## src/rtl/fetch_pkg.sv

```systemverilog
// Shared widths, reset defaults and the queue entry layout for the fetch stage.
package fetch_pkg;

  localparam int INSTR_W        = 32;
  localparam int DEFAULT_ADDR_W = 32;

  localparam logic [31:0]        DEFAULT_RESET_PC  = 32'h0040_0000;
  localparam logic [INSTR_W-1:0] DEFAULT_NOP_INSTR = 32'h3400_0000;

  typedef struct packed {
    logic [DEFAULT_ADDR_W-1:0] pc;
    logic [INSTR_W-1:0]        instr;
  } fetch_entry_t;

endpackage

```

## src/rtl/fetch_fifo.sv

```systemverilog
// Small synchronous FIFO with flush; flush beats push, head is read combinationally.
module fetch_fifo #(
  parameter int WIDTH = 64,
  parameter int DEPTH = 4
) (
  input  logic                       clk,
  input  logic                       reset,
  input  logic                       push,
  input  logic [WIDTH-1:0]           push_data,
  input  logic                       pop,
  input  logic                       flush,
  output logic [$clog2(DEPTH):0]     count,
  output logic [WIDTH-1:0]           head_data
);

  localparam int PTR_W = (DEPTH > 1) ? $clog2(DEPTH) : 1;
  localparam int CNT_W = $clog2(DEPTH) + 1;

  logic [WIDTH-1:0] mem [DEPTH];
  logic [PTR_W-1:0] wr_ptr;
  logic [PTR_W-1:0] rd_ptr;
  logic             do_push;
  logic             do_pop;

  // Explicit wrap keeps non-power-of-two and single-entry builds in range.
  function automatic logic [PTR_W-1:0] ptr_next(input logic [PTR_W-1:0] p);
    return (p == PTR_W'(DEPTH - 1)) ? '0 : p + PTR_W'(1);
  endfunction

  assign do_pop    = pop && (count != '0);
  assign do_push   = push && ((count < CNT_W'(DEPTH)) || do_pop);
  assign head_data = mem[rd_ptr];

  always_ff @(posedge clk or negedge reset) begin
    if (!reset) begin
      wr_ptr <= '0;
      rd_ptr <= '0;
      count  <= '0;
    end else if (flush) begin
      wr_ptr <= '0;
      rd_ptr <= '0;
      count  <= '0;
    end else begin
      if (do_push) wr_ptr <= ptr_next(wr_ptr);
      if (do_pop)  rd_ptr <= ptr_next(rd_ptr);
      case ({do_push, do_pop})
        2'b10:   count <= count + CNT_W'(1);
        2'b01:   count <= count - CNT_W'(1);
        default: count <= count;
      endcase
    end
  end

  always_ff @(posedge clk) begin
    if (do_push && !flush) mem[wr_ptr] <= push_data;
  end

endmodule

```

## src/rtl/fetch_queue.sv

```systemverilog
// Prefetching fetch stage: sequential PC generation, 1-cycle ROM reads, a
// prefetch queue with credit-based issue, and redirect flush/squash.
module fetch_queue
  import fetch_pkg::*;
#(
  parameter int                  ADDR_W    = 32,
  parameter int                  DEPTH     = 4,
  parameter logic [ADDR_W-1:0]   RESET_PC  = ADDR_W'(DEFAULT_RESET_PC),
  parameter logic [INSTR_W-1:0]  NOP_INSTR = DEFAULT_NOP_INSTR
) (
  input  logic                 clk,
  input  logic                 reset,
  output logic                 imem_req,
  output logic [ADDR_W-1:0]    imem_addr,
  input  logic [INSTR_W-1:0]   imem_data,
  input  logic                 redirect_valid,
  input  logic [ADDR_W-1:0]    redirect_pc,
  output logic                 out_valid,
  input  logic                 out_ready,
  output logic [INSTR_W-1:0]   out_instr,
  output logic [ADDR_W-1:0]    out_pc,
  output logic [ADDR_W-1:0]    out_pc_seq
);

  localparam int CNT_W = $clog2(DEPTH) + 1;

  typedef struct packed {
    logic [ADDR_W-1:0]  pc;
    logic [INSTR_W-1:0] instr;
  } entry_t;

  logic [ADDR_W-1:0] fetch_pc;
  logic [ADDR_W-1:0] inflight_pc;
  logic              inflight;
  logic              squash;
  logic [CNT_W-1:0]  count;
  logic [CNT_W:0]    credit_used;
  logic [CNT_W:0]    credit_limit;
  logic              issue;
  logic              do_pop;
  logic              resp_push;
  entry_t            push_entry;
  entry_t            head_entry;

  fetch_fifo #(
    .WIDTH ($bits(entry_t)),
    .DEPTH (DEPTH)
  ) u_fifo (
    .clk       (clk),
    .reset     (reset),
    .push      (resp_push),
    .push_data (push_entry),
    .pop       (do_pop),
    .flush     (redirect_valid),
    .count     (count),
    .head_data (head_entry)
  );

  // An inflight read holds a slot; a pop this cycle hands its slot straight back.
  assign credit_used  = {1'b0, count} + (CNT_W+1)'(inflight);
  assign credit_limit = (CNT_W+1)'(DEPTH) + (CNT_W+1)'(do_pop);
  assign issue        = reset && !redirect_valid && (credit_used < credit_limit);

  assign imem_req   = issue;
  assign imem_addr  = fetch_pc;
  assign resp_push  = inflight && !squash;
  assign push_entry = '{pc: inflight_pc, instr: imem_data};

  assign out_valid  = (count != '0);
  assign do_pop     = out_valid && out_ready;
  assign out_instr  = out_valid ? head_entry.instr : NOP_INSTR;
  assign out_pc     = out_valid ? head_entry.pc : '0;
  assign out_pc_seq = out_valid ? head_entry.pc + ADDR_W'(4) : '0;

  always_ff @(posedge clk or negedge reset) begin
    if (!reset) begin
      fetch_pc    <= RESET_PC;
      inflight_pc <= '0;
      inflight    <= 1'b0;
      squash      <= 1'b0;
    end else begin
      squash <= redirect_valid;
      if (redirect_valid) begin
        fetch_pc <= {redirect_pc[ADDR_W-1:2], 2'b00};
        inflight <= 1'b0;
      end else begin
        inflight <= issue;
        if (issue) begin
          fetch_pc    <= fetch_pc + ADDR_W'(4);
          inflight_pc <= fetch_pc;
        end
      end
    end
  end

endmodule

```

## config.mk

```make
export PLATFORM = sky130hd
export DESIGN_NAME = fetch_queue
export DESIGN_NICKNAME = d
export VERILOG_FILES = /design/src/rtl/fetch_pkg.sv /design/src/rtl/fetch_fifo.sv /design/src/rtl/fetch_queue.sv
export SDC_FILE = /design/constraint.sdc
export NUM_CORES = 1
export LEC_CHECK = 0
export CAP_MARGIN = 20
export CORE_UTILIZATION = 59
export DETAILED_ROUTE_END_ITERATION = 6
export PLACE_DENSITY_LB_ADDON = 0.25
export SLEW_MARGIN = 20
export SYNTH_ARGS = -nofsm -noshare
export SYNTH_HDL_FRONTEND = slang
export SYNTH_SLANG_ARGS = --single-unit
```

## constraint.sdc

```tcl
create_clock -name clk -period 5.3 [get_ports clk]
set_input_delay 1.59 -clock clk [delete_from_list [all_inputs] [get_ports clk]]
set_output_delay 1.59 -clock clk [all_outputs]
set_load 0.01 [all_outputs]
```

==> out/results.txt <==
outcome - completed
setup ws final - 0.0718 ns
WS Path Type - reg -> out
clock sinks - 317
drt via density - 6.05
grt ovf - 0
htree depth - 1
post-DP HPWL - 18700 um
commonest cells after routing, fill and taps aside - edfxtp_1, clkdlybuf4s50_1, dfrtp_1, mux4_2, and2_1
# setup viols final - 0
ratio of cells with drive above 1 in the final layout - 18.7%
sequential area share after synthesis - 67.0%
largest net degree at the start of global routing - 73
number of CTS-inserted buffers - 30
Setup TNS - 0 ns
Root Buffer Master - clkbuf_16
GRT Util Overall - 24.7%
syn_area_per_cell - 16.0 um2
fin nets - 1146
CTS clk-pin slew, worst paths - 0.06 ns
Worst Max-Slew Pin Slew - 0.869 ns
DRC marker count from the first detailed-route iteration - 570
die footprint - 23800 um2
Clock Latency Late Sink - 0.55 ns
critical path endpoint category - output pin
first-pass GRT wire length - 45200 um
Synth Cell Area - 13700 um2
Top Ports - 198
die width - 154 um
min Tclk post-route - 5.23 ns
DRC - 0
initial antenna violation count - 0
DRT Pass-1 Iters - 4
Core ar. - 22700 um2
CTS tree - built
Initial Util - 60.3%
Req. time, crit path - 3.71 ns
Ant. Diodes - 0
static leakage - 5.82 nW
post-synthesis instance total - 855
period utilization - 98.6%
startpoint type of the worst setup path - flop
Place WS - 0.182 ns
Hold Crit Class - reg -> reg
peak supply drop - 0.243 mV
Post-synth EDFFs - 248
PwrDens - 409 nW/um2
Yosys warning total - 0
Clock Skews - 0.00510 ns
Primary FF master, synth - edfxtp_1
FF+latch count, synth - 317
vias - 8331
Post-synth ARST share - 21.8%
filler cell count - 1378
Netlist cell types - 56
RSZ-0062 raised after global routing - false
routability-driven placement congestion ratio - 0.848
worst path arrival time - 3.64 ns
dpl cells - 1314
CTS Hold Bufs - 0
area of the multi-input gates - 4290 um2
Slew Limit Fails - 0
Routed WL - 28900 um
most common cell after layout, fill and taps aside - edfxtp_1
antenna-violating nets left - 0
Layout area overhead - 24.8%
crit path max fanout - 9
sequential cell area - 9180 um2
FMAX - 0.191 GHz
Slew headroom - 42.1%
Port Buffer Count - 189
row count - 55
die height - 154 um
max cap viols - 0
final hold vios - 0
WL per Instance - 21.0 um
number of global-route vias before repair - 8238
CTS max path bufs - 3
final non-filler cell total - 1377
[cells in the mapped netlist (all sizes together), types with 15 or more instances]
cell / count / area share [%]
and2: 66 / 3.0
buf: 26 / 1.2
clkbuf: 19 / 0.53
dfrtp: 68 / 12
edfxtp: 248 / 54
mux2: 51 / 4.2
mux4: 61 / 10
nand2: 34 / 0.93
nand3: 29 / 1.1
nand4: 17 / 0.93
nor2: 53 / 1.5
o21ai: 16 / 0.58
xnor2: 15 / 0.96
[critical path, cell delays in order, from the launching register on]
cell and delay (ns):
dfrtp_4 0.58, buf_6 0.20, mux4_2 0.42, nand4_4 0.19, or4_4 0.62, or3_1 0.34
a21oi_1 0.15, clkdlybuf4s50_1 0.59
[what timing repair did]
| action | 4_1_cts | 5_1_grt |
|---|---|---|
| endpoints found under the setup margin | 16 | 14 |
| pin swaps | 1 | 1 |
| buffers inserted | 1 | 6 |
| gates resized for setup | 1 | 2 |
[registers in the layout (all words and copies together), names as in the netlist]
signal and count:
u_fifo.count 3, u_fifo.mem 248, imem_addr 30, inflight 1
u_fifo.wr_ptr 2, inflight_pc 30, u_fifo.rd_ptr 2, squash 1
[layout make-up]
class / instances / area share [%]
well taps: 285 / 2.09
repair buffers: 221 / 12.7
inverters: 11 / 0.242
clock buffers: 39 / 4.71
clock inverters: 17 / 1.43
flip-flops and latches: 317 / 53.7
multi-input cells: 487 / 25.1
[per-layer routing]
layer	up-vias	GRT usage (%)	share of wire (%)
met5	-	0	0
li1	3746	-	-
met2	365	40.5	49
met1	4162	34.7	41
met4	0	8.06	2.5
met3	58	3.47	7.7
[logic make-up (layout without fill, tap and decap cells)]
| logic type | Yosys count | in the layout | share of synthesized area (%) |
|---|---|---|---|
| flip-flops | 317 | 317 | 67.0 |
| AND/OR/NAND/NOR | 267 | 267 | 10.9 |
| multiplexers | 117 | 117 | 14.6 |
| AO/OA/AOI/OAI | 60 | 60 | 2.77 |
| buffers and inverters | 56 | 288 | 2.01 |
| XOR/XNOR | 27 | 27 | 1.73 |
| adder cells (fa/ha/maj) | 10 | 10 | 0.968 |
| other | 1 | 6 | 0.0274 |
[power by group]
group	internal, mW	leakage (nW)	switching (mW)	total, mW
clock network	1.37	0.494	0.889	2.25
logic	0.934	2.28	0.801	1.74
registers	2.85	3.05	0.155	3.00
[per-stage QoR]
stage | util [%] | total power, mW | instance area (um2) | hold slack, ns
after floorplan | - | 3.91 | 13700 | 0.472
after detailed placement | 70.3 | 4.76 | 16000 | 0.508
after global routing | 75.3 | 7.27 | 17100 | 0.536
after global placement | 70.3 | 4.72 | 16000 | 0.491
final | 75.3 | 6.99 | 17100 | 0.516
after CTS | 75.0 | 7.02 | 17000 | 0.520
[final timing paths]
check	slack, ns	endpoint	startpoint	cells after the start
max	0.07	out_pc_seq[17]	u_fifo.rd_ptr[0]	7
min	0.52	u_fifo.mem[0][56]	inflight_pc[24]	0
max reg2reg	2.40	imem_addr[30]	u_fifo.count[0]	6
min reg2reg	0.52	u_fifo.mem[0][56]	inflight_pc[24]	0
max in group asynchronous	3.37	u_fifo.rd_ptr[1]	reset	2
min in group asynchronous	1.27	imem_addr[5]	reset	2
Power figures use the tool's default switching activity.
